--- config.mk ---
export PLATFORM = sky130hd
export DESIGN_NAME = uart_byte_rx
export DESIGN_NICKNAME = d
export VERILOG_FILES = /design/src/rtl/uart_byte_rx.sv
export SDC_FILE = /design/constraint.sdc
export NUM_CORES = 1
export LEC_CHECK = 0
export ABC_AREA = 1
export CORE_ASPECT_RATIO = 2
export CORE_MARGIN = 3
export CORE_UTILIZATION = 50
export CTS_CLUSTER_DIAMETER = 60
export DETAILED_ROUTE_END_ITERATION = 6
export GPL_ROUTABILITY_DRIVEN = 1
export PLACE_DENSITY = 0.75
export SYNTH_ARGS = -nofsm -noshare
export SYNTH_HDL_FRONTEND = slang
export SYNTH_SLANG_ARGS = --single-unit
--- constraint.sdc ---
create_clock -name sys_clk -period 1.5 [get_ports sys_clk]
set_input_delay 0.15 -clock sys_clk [delete_from_list [all_inputs] [get_ports sys_clk]]
set_output_delay 0.15 -clock sys_clk [all_outputs]
set_load 0.005 [all_outputs]
--- src/rtl/uart_byte_rx.sv ---
// 8N1 UART byte receiver with 16x oversampling and 3-sample majority vote per bit.
// Emits rx_done or frame_err as a one-cycle pulse after the stop-bit decision.
module uart_byte_rx #(
    parameter int unsigned CLK_FRE = 50_000_000,
    parameter int unsigned BAUD    = 9600
) (
    input  logic       sys_clk,
    input  logic       sys_rst_n,
    input  logic       uart_rx,
    output logic [7:0] rx_data,
    output logic       rx_done,
    output logic       frame_err,
    output logic       rx_busy
);

    localparam int unsigned OVS_CNT = CLK_FRE / (BAUD * 16) - 1;
    localparam int unsigned OvsW    = (OVS_CNT > 0) ? $clog2(OVS_CNT + 1) : 1;
    localparam logic [OvsW-1:0] OvsMax = OvsW'(OVS_CNT);

    typedef enum logic [1:0] {StIdle, StStart, StData, StStop} state_e;

    state_e          state_q, state_d;
    logic            rx_meta_q, rx_sync_q, rx_prev_q;
    logic [OvsW-1:0] ovs_cnt_q, ovs_cnt_d;
    logic [3:0]      tick_cnt_q, tick_cnt_d;
    logic [3:0]      bit_cnt_q, bit_cnt_d;
    logic [1:0]      smp_q, smp_d;
    logic [7:0]      shift_q, shift_d;
    logic [7:0]      rx_data_q, rx_data_d;
    logic            rx_done_q, rx_done_d;
    logic            frame_err_q, frame_err_d;

    logic tick, decide, maj, fall;

    assign fall   = rx_prev_q & ~rx_sync_q;
    assign tick   = (state_q != StIdle) && (ovs_cnt_q == OvsMax);
    assign decide = tick && (tick_cnt_q == 4'd9);
    // Third sample is taken live at the tick_cnt==9 tick.
    assign maj    = (smp_q[0] & smp_q[1]) | (smp_q[0] & rx_sync_q) | (smp_q[1] & rx_sync_q);

    always_ff @(posedge sys_clk or negedge sys_rst_n) begin
        if (!sys_rst_n) begin
            rx_meta_q   <= 1'b1;
            rx_sync_q   <= 1'b1;
            rx_prev_q   <= 1'b1;
            state_q     <= StIdle;
            ovs_cnt_q   <= '0;
            tick_cnt_q  <= '0;
            bit_cnt_q   <= '0;
            smp_q       <= '0;
            shift_q     <= '0;
            rx_data_q   <= '0;
            rx_done_q   <= 1'b0;
            frame_err_q <= 1'b0;
        end else begin
            rx_meta_q   <= uart_rx;
            rx_sync_q   <= rx_meta_q;
            rx_prev_q   <= rx_sync_q;
            state_q     <= state_d;
            ovs_cnt_q   <= ovs_cnt_d;
            tick_cnt_q  <= tick_cnt_d;
            bit_cnt_q   <= bit_cnt_d;
            smp_q       <= smp_d;
            shift_q     <= shift_d;
            rx_data_q   <= rx_data_d;
            rx_done_q   <= rx_done_d;
            frame_err_q <= frame_err_d;
        end
    end

    always_comb begin
        state_d     = state_q;
        ovs_cnt_d   = tick ? '0 : ovs_cnt_q + 1'b1;
        tick_cnt_d  = tick ? tick_cnt_q + 4'd1 : tick_cnt_q;
        bit_cnt_d   = bit_cnt_q;
        smp_d       = smp_q;
        shift_d     = shift_q;
        rx_data_d   = rx_data_q;
        rx_done_d   = 1'b0;
        frame_err_d = 1'b0;

        if (tick && tick_cnt_q == 4'd7) smp_d[0] = rx_sync_q;
        if (tick && tick_cnt_q == 4'd8) smp_d[1] = rx_sync_q;

        unique case (state_q)
            StIdle: begin
                ovs_cnt_d  = '0;
                tick_cnt_d = '0;
                bit_cnt_d  = '0;
                if (fall) state_d = StStart;
            end
            StStart: begin
                if (decide) begin
                    state_d   = maj ? StIdle : StData;
                    bit_cnt_d = '0;
                end
            end
            StData: begin
                // bit_cnt counts data decisions; the start bit's wrap lands here with bit_cnt==0.
                if (decide) begin
                    shift_d   = {maj, shift_q[7:1]};
                    bit_cnt_d = bit_cnt_q + 4'd1;
                end
                if (tick && tick_cnt_q == 4'd15 && bit_cnt_q == 4'd8) state_d = StStop;
            end
            StStop: begin
                if (decide) begin
                    state_d = StIdle;
                    if (maj) begin
                        rx_data_d = shift_q;
                        rx_done_d = 1'b1;
                    end else begin
                        frame_err_d = 1'b1;
                    end
                end
            end
            default: state_d = StIdle;
        endcase
    end

    assign rx_data   = rx_data_q;
    assign rx_done   = rx_done_q;
    assign frame_err = frame_err_q;
    assign rx_busy   = (state_q != StIdle);

endmodule

==> flow_summary.ini, run 1 <==
[synthesis]
postSynthAreaPerCell_um2 = 9.01
netlist_top_cells_count = nand2_1, dfrtp_1, nand3_1
synthAdderAreaFrac = 0.0452
yosys.cell_types.count = 27
yosysWarningCount = 0
synthSimpleGateAreaFrac = 0.286
synth_area_mm2 = 0.00194
syn-num-nets = 225
synthDominantCellAreaShare = 0.504
synth_area_leaders = dfrtp_1, nand2_1, nand3_1
synth-edff-count = 0
synth_mux_area_frac = 0
yosysTopAreaCell = dfrtp_1
yosysSeqAreaShare = 0.544
postSynthCellCount = 215
synth_xor_area_frac = 0.0136
synth-seq-cells = 42
synth_compound_area_frac = 0.0587
ys.flop_type = dfrtp_1
synthArstFlopShare = 1.00
synth_top_family_by_area = simple AND/OR/NAND/NOR gates
synth_most_common_cell = nand2_1

[cells_and_area]
final_area_mm2 = 0.00256
diodes = 0
finish.net_count = 269
stdcell_count = 309
fill_cells = 277
drive_gt1_frac = 0.296
syn_to_final_growth_pct = 32.3
fin_util = 0.696

[floorplan]
die_h_um = 94.0
initial_utilization = 0.526
die_area_mm2 = 0.00470
die_w_um = 50.0
coreArea_mm2 = 0.00368
ios = 14
rows = 31

[pwr]
p_leak_uw = 0.00131
pwr-share-seq = 0.522
power_density_mw_per_mm2 = 994
p_int_uw = 1860
p_sw_uw = 691
switching_share = 0.271
p_clk_frac = 0.328
ir_drop_uv = 806
power_frac_comb = 0.150

[flow_run]
drv_cap = 0

[clocking]
cts_max_level = 2
cts_buffers = 5
cts.sinks = 42
clk_latency_ns = 0.29
cts_root_buf = clkbuf_8
cts.clk_slew.worst_paths_ns = 0.08
cts_buffer_depth = 2
cts_tree = done

[placement]
dpl.cell_count = 290
hpwl_um = 2750
dpl_cell_area_mm2 = 0.00223
port_buffers = 13
gp_congestion = 0.765

[critical_path]
worstSetupPathType = reg -> reg
critPathMaxFanout = 5
r2r_cells = 10
start_kind = register
cp.arrival_ns = 1.77
required_ns = 1.68
cp-end-kind = register

[timing]
fin_crit_sh = 1.06
setup_ws_ns = -0.0894
finalHoldViolations = 0
fin_worst_hold_slack_ns = 0.256
fin_skew_ns = 0.00604
drv_slew = 0
rsz0062_at_grt = true
fin_tns_setup_ns = -1.26
setup_violations = 20
tightest_slew_ns = 0.632
fmax_ghz = 0.629
fin_crit_ns = 1.59
slew_headroom = 0.579

[global_route]
grt_pass1_vias = 1651
grt-ovfl-total = 0
grt_usage = 0.203
grt_pass1_wl_um = 7310
grt_start_max_net_pins = 29
antenna_found_initial = 0

[drt]
antenna_left = 0
wl_um = 4170
drc = 0
vias_per_cell = 5.12
drtIter0Drc = 37
drt-wirelength-per-cell_um = 13.5
vias = 1581
firstDrtPassIters = 4

[run_status]
status = finished, violations left
failed_checks = setup timing

[worst_hold_path]
whs_path_depth = 1
hp-class = in -> reg
worst paths after layout:
| check | startpoint | endpoint | slack, ns |
|---|---|---|---|
| worst max-delay path | ovs_cnt_q[1] | rx_data[6] | -0.09 |
| worst min-delay path | uart_rx | rx_meta_q | 0.26 |
| worst max register to register | ovs_cnt_q[1] | rx_data[6] | -0.09 |
| worst min register to register | rx_meta_q | rx_sync_q | 0.36 |
| max in group asynchronous | sys_rst_n | shift_q[0] | 0.53 |
| min in group asynchronous | sys_rst_n | tick_cnt_q[1] | 0.40 |
layout make-up:
cell class,instances,area (um2),share of cell area
sequential,42,1050,0.411
multi-input combinational,152,916,0.357
timing repair buffer,37,338,0.132
clock buffer,8,110,0.0429
inverter,21,83.8,0.0327
tap,49,61.3,0.0239
kinds of logic after synthesis:
logic type / Yosys count
xor+xnor: 3
buf+inv: 23
simple gates: 121
flops: 42
fa+ha+maj: 7
compound gates: 19
cell usage in the layout (no fill, tap or decap), types with 6 or more instances in the layout:
| master | instances |
|---|---|
| nand2_1 | 53 |
| dfrtp_1 | 39 |
| nand3_1 | 24 |
| buf_4 | 18 |
| inv_1 | 15 |
| nand2_2 | 14 |
| nor2_1 | 13 |
| clkdlybuf4s50_1 | 11 |
| clkbuf_8 | 8 |
| o21ai_0 | 7 |
| ha_1 | 6 |
repair_timing:
| item | in CTS | in global routing |
|---|---|---|
| buffers inserted | 8 | 0 |
| hold buffers | 1 | 0 |
| endpoints found under the hold margin | 23 | 0 |
| resized for setup | 14 | 25 |
| pin swaps | 7 | 7 |
| setup endpoints to repair | 24 | 30 |
| gates cloned | 2 | 0 |
worst max-delay path, stage by stage (launching register included):
cell	delay (ns)
dfrtp_1	0.39
inv_1	0.06
ha_2	0.17
nand2_2	0.07
nor2_4	0.11
nand3_4	0.10
nor2_4	0.19
buf_6	0.13
nand3b_4	0.11
nand2_1	0.08
nand2_1	0.05
flip-flops by register name, summed over array words and instances, names as in the netlist, named ones only:
register,cells
smp_q,2
state_q,1
rx_meta_q,1
ovs_cnt_q,9
rx_prev_q,1
frame_err,1
rx_data,8
rx_sync_q,1
shift_q,8
rx_done,1
tick_cnt_q,4
bit_cnt_q,4
stage by stage:
stage / setup WS [ns] / total power (uW)
floorplan: 0.0323 / 1560
global placement: -0.0120 / 1670
detailed placement: -0.0821 / 1690
CTS: -0.0244 / 2550
global route: -0.188 / 2700
finish: -0.0894 / 2550
power groups by stage:
stage                     Clock [uW]  Sequential, uW  Combinational, uW
after global placement             0            1350                322
after CTS                        850            1330                372
after floorplan                    0            1330                227
after detailed placement           0            1350                336
after global routing             909            1340                445
final                            835            1330                382
per-layer routing:
| layer | global-route usage | up-vias | share of wire |
|---|---|---|---|
| li1 | - | 783 | - |
| met1 | 0.218 | 767 | 0.38 |
| met2 | 0.365 | 25 | 0.58 |
| met3 | 0.0318 | 6 | 0.021 |
| met4 | 0.115 | 0 | 0.017 |
| met5 | 0 | - | 0 |
No activity file was read; power rests on OpenSTA's default activity.
==> inputs of run 2 (changes only) <==
DONT_BUFFER_PORTS = 1   (was unset)
PLACE_DENSITY = 0.68   (was 0.75)
clock period = 1.84 ns   (was 1.5 ns; I/O delays follow)
==> flow_summary.ini, run 2 (synthesized netlist as in run 1, its figures left out) <==
[cells_and_area]
diodes = 0
finish.net_count = 235
syn_to_final_growth_pct = 10.5
drive_gt1_frac = 0.137
fill_cells = 339
largest_register = ovs_cnt_q
final_cell_mix = nand2_1, dfrtp_1, nand3_1
layout_commonest_cell = nand2_1
largest_reg_flops = 9
fin_util = 0.581

[placement]
gp_congestion = 0.770
hpwl_um = 2470
pre_cts_slack_ns = 0.212
port_buffers = 0

[run_status]
status = finished clean

[drt]
firstDrtPassIters = 4
wl_um = 3360
antenna_left = 0
vias = 1381
drtIter0Drc = 43
drc = 0
vias_per_cell = 5.02
drt-wirelength-per-cell_um = 12.2

[pwr]
ir_drop_uv = 584
power_density_mw_per_mm2 = 943
p_int_uw = 1500
pwr-share-seq = 0.536
p_clk_frac = 0.346
switching_share = 0.259
p_leak_uw = 0.00111
p_sw_uw = 522
finalPower_uw = 2020
power_frac_comb = 0.118

[global_route]
grt_pass1_vias = 1365
grt_pass1_wl_um = 6120
antenna_found_initial = 0
grt_start_max_net_pins = 43
grt-ovfl-total = 0
grt_usage = 0.168

[clocking]
cts.clk_slew.worst_paths_ns = 0.08
cts_max_level = 2
cts_tree = done
cts_buffers = 5
cts.sinks = 42
post-cts-setup-buffers = 0
cts_buffer_depth = 2
cts_resized = 0
clk_latency_ns = 0.28
cts_root_buf = clkbuf_8

[floorplan]
ios = 14
coreArea_mm2 = 0.00368
die_w_um = 50.0
die_area_mm2 = 0.00470
initial_utilization = 0.526
die_h_um = 94.0
rows = 31

[timing]
fin_crit_sh = 0.888
fin_skew_ns = 0.00369
tightest_slew_ns = 0.381
slew_headroom = 0.745
drv_slew = 0
fmax_ghz = 0.612
fin_tns_setup_ns = 0
finalHoldViolations = 0
fin_worst_hold_slack_ns = 0.358
setup_ws_ns = 0.206
fin_crit_ns = 1.63
setup_violations = 0
rsz0062_at_grt = false

[critical_path]
cp-end-kind = register
worstSetupPathType = reg -> reg
cp.arrival_ns = 1.81
critPathMaxFanout = 9
required_ns = 2.02
start_kind = register

[worst_hold_path]
hp-class = in -> async

[flow_run]
drv_cap = 0
-- run 2: cell count changes in the layout (fill, tap and decap cells not counted), moves of 3 or more --
cell / delta
nor2_1: +4
nand2_2: -13
buf_6: -4
nand2_1: +14
buf_4: -16
clkdlybuf4s50_1: -11
clkbuf_8: -3
-- run 2: final cells by class --
cell class	instances	area [um2]	area share
clock buffers	5	68.8	0.0321
clock inverters	3	40.0	0.0187
inverters	21	78.8	0.0368
multi-input cells	150	782	0.365
flip-flops and latches	42	1050	0.493
well taps	49	61.3	0.0286
repair buffers	5	55.1	0.0257
-- run 2: path summary, 6_finish.rpt --
check                              from      endpoint  slack (ns)  depth (start not counted)
hold / removal                sys_rst_n  ovs_cnt_q[2]        0.36                          2
setup reg to reg           ovs_cnt_q[0]    rx_data[4]        0.21                          9
max in group asynchronous     sys_rst_n     rx_meta_q        1.22                          2
setup / recovery           ovs_cnt_q[0]    rx_data[4]        0.21                          9
hold reg to reg               rx_meta_q     rx_sync_q        0.36                          0
min in group sys_clk          rx_meta_q     rx_sync_q        0.36                          0
-- run 2: worst max-delay path, stage by stage, from the launching register on --
cell and delay [ns]:
dfrtp_1 0.41, inv_1 0.07, ha_1 0.13, nand2_1 0.06
nor2_2 0.17, nand3_4 0.13, nor2_4 0.17, nand3b_2 0.21
nand2_1 0.11, nand2_1 0.05
-- run 2: routing by layer --
| metal | part of all wire | vias to the layer above | global-route usage |
|---|---|---|---|
| met3 | 0.029 | 4 | 0.0286 |
| met1 | 0.40 | 645 | 0.187 |
| met2 | 0.56 | 26 | 0.299 |
| met4 | 0.014 | 0 | 0.0808 |
| li1 | - | 706 | - |
| met5 | 0 | - | 0 |
-- run 2: power groups by stage --
stage / Clock [uW] / Sequential [uW] / Combinational (uW)
after floorplan: 0 / 1080 / 185
after global placement: 0 / 1100 / 212
after detailed placement: 0 / 1100 / 216
after CTS: 726 / 1080 / 244
after global routing: 764 / 1100 / 278
final: 698 / 1080 / 238
-- run 2: repair_timing --
item | in CTS | in global routing
hold endpoints to repair | 43 | 0
hold buffers | 3 | 0
endpoints found under the setup margin | 0 | 0
-- run 2: through the flow --
stage          cells  area, um2
2_1_floorplan    215       1940
3_3_place_gp     264       1990
3_5_place_dp     264       1990
4_1_cts          275       2140
5_1_grt          275       2140
6_report         275       2140
==> inputs of run 3 (changes only) <==
SKIP_CTS_REPAIR_TIMING = 1   (was unset)
==> flow_summary.ini, run 3 (synthesized netlist as in run 1, its figures left out) <==
[global_route]
antenna_found_initial = 0
grt-ovfl-total = 0
grt_start_max_net_pins = 43
grt_pass1_wl_um = 6030
grt_pass1_vias = 1335
grt_usage = 0.166

[critical_path]
worstSetupPathType = reg -> reg
cp.arrival_ns = 1.81
start_kind = register
required_ns = 2.02
critPathMaxFanout = 9
cp-end-kind = register

[cells_and_area]
largest_register = ovs_cnt_q
final_cell_mix = nand2_1, dfrtp_1, nand3_1
diodes = 0
largest_reg_flops = 9
syn_to_final_growth_pct = 10.8
final_area_mm2 = 0.00215
layout_commonest_cell = nand2_1
drive_gt1_frac = 0.137
finish.net_count = 235
fill_cells = 337

[clocking]
cts_buffers = 5
clk_latency_ns = 0.29
cts_root_buf = clkbuf_8
cts.sinks = 42
cts_buffer_depth = 2
cts.clk_slew.worst_paths_ns = 0.08
cts_tree = done
cts_max_level = 2

[timing]
fin_crit_sh = 0.887
finalHoldViolations = 0
rsz0062_at_grt = false
drv_slew = 0
setup_violations = 0
fmax_ghz = 0.613
tightest_slew_ns = 0.378
fin_skew_ns = 0.00407
slew_headroom = 0.747
fin_crit_ns = 1.63
fin_tns_setup_ns = 0

[drt]
drc = 0
drt-wirelength-per-cell_um = 12.3
firstDrtPassIters = 4
drtIter0Drc = 44
antenna_left = 0
wl_um = 3380
vias = 1377
vias_per_cell = 5.01

[floorplan]
rows = 31
coreArea_mm2 = 0.00368
die_w_um = 50.0
ios = 14
initial_utilization = 0.526
die_area_mm2 = 0.00470
die_h_um = 94.0

[pwr]
ir_drop_uv = 584
power_density_mw_per_mm2 = 941
p_leak_uw = 0.00111

[run_status]
status = finished clean

[placement]
port_buffers = 0
dpl_cell_area_mm2 = 0.00199
hpwl_um = 2470
gp_congestion = 0.770

[worst_hold_path]
hp-class = reg -> reg

[flow_run]
drv_cap = 0
## run 3: cell types whose count changed in the layout (fill, tap and decap cells not counted)
cell / change
buf_16: +1
buf_12: -1
## run 3: critical path, cell delays in order, from the launching register on
cell and delay (ns):
dfrtp_1 0.41, inv_1 0.07, ha_1 0.13, nand2_1 0.06, nor2_2 0.17, nand3_4 0.13
nor2_4 0.17, nand3b_2 0.21, nand2_1 0.11, nand2_1 0.05
## run 3: final cells by class
| type | instances | area, um2 | share of cell area |
|---|---|---|---|
| clock buffer | 5 | 68.8 | 0.0320 |
| clock inverter | 3 | 40.0 | 0.0186 |
| inverter | 21 | 78.8 | 0.0367 |
| multi-input combinational | 150 | 782 | 0.364 |
| sequential | 42 | 1050 | 0.491 |
| tap | 49 | 61.3 | 0.0285 |
| timing repair buffer | 5 | 62.6 | 0.0291 |
## run 3: power by group
part	total (uW)	switching [uW]	leakage [uW]	internal (uW)
sequential	1080	75.9	0.000554	1010
clock	699	300	0.0000579	399
combinational	240	148	0.000501	92.6
total	2020	523	0.00111	1500
## run 3: final timing paths
| kind | from | to | slack [ns] | cells after the start |
|---|---|---|---|---|
| min in group asynchronous | sys_rst_n | ovs_cnt_q[2] | 0.39 | 2 |
| max in group asynchronous | sys_rst_n | rx_meta_q | 1.19 | 2 |
| setup reg to reg | ovs_cnt_q[0] | rx_data[4] | 0.21 | 9 |
| hold reg to reg | rx_meta_q | rx_sync_q | 0.36 | 0 |
| setup / recovery | ovs_cnt_q[0] | rx_data[4] | 0.21 | 9 |
| hold / removal | rx_meta_q | rx_sync_q | 0.36 | 0 |
## run 3: per-layer routing
layer / up-vias / wire [um] / global-route usage
li1: 705 / - / -
met1: 645 / 1340 / 0.186
met5: - / 0 / 0
met2: 23 / 1900 / 0.293
met3: 4 / 93 / 0.0286
met4: 0 / 46 / 0.0808
## run 3: per-stage QoR
| stage | hold WS (ns) | setup WS (ns) | std cells | utilization | power, uW |
|---|---|---|---|---|---|
| final | 0.364 | 0.208 | 275 | 0.583 | 2020 |
| after global routing | 0.371 | 0.0200 | 275 | 0.583 | 2140 |
| after CTS | -0.425 | 0.197 | 272 | 0.570 | 2030 |
| after detailed placement | -0.111 | 0.212 | 264 | 0.541 | 1320 |
| after global placement | -0.111 | 0.233 | 264 | 0.541 | 1310 |
| after floorplan | -0.112 | 0.372 | 215 | - | 1270 |
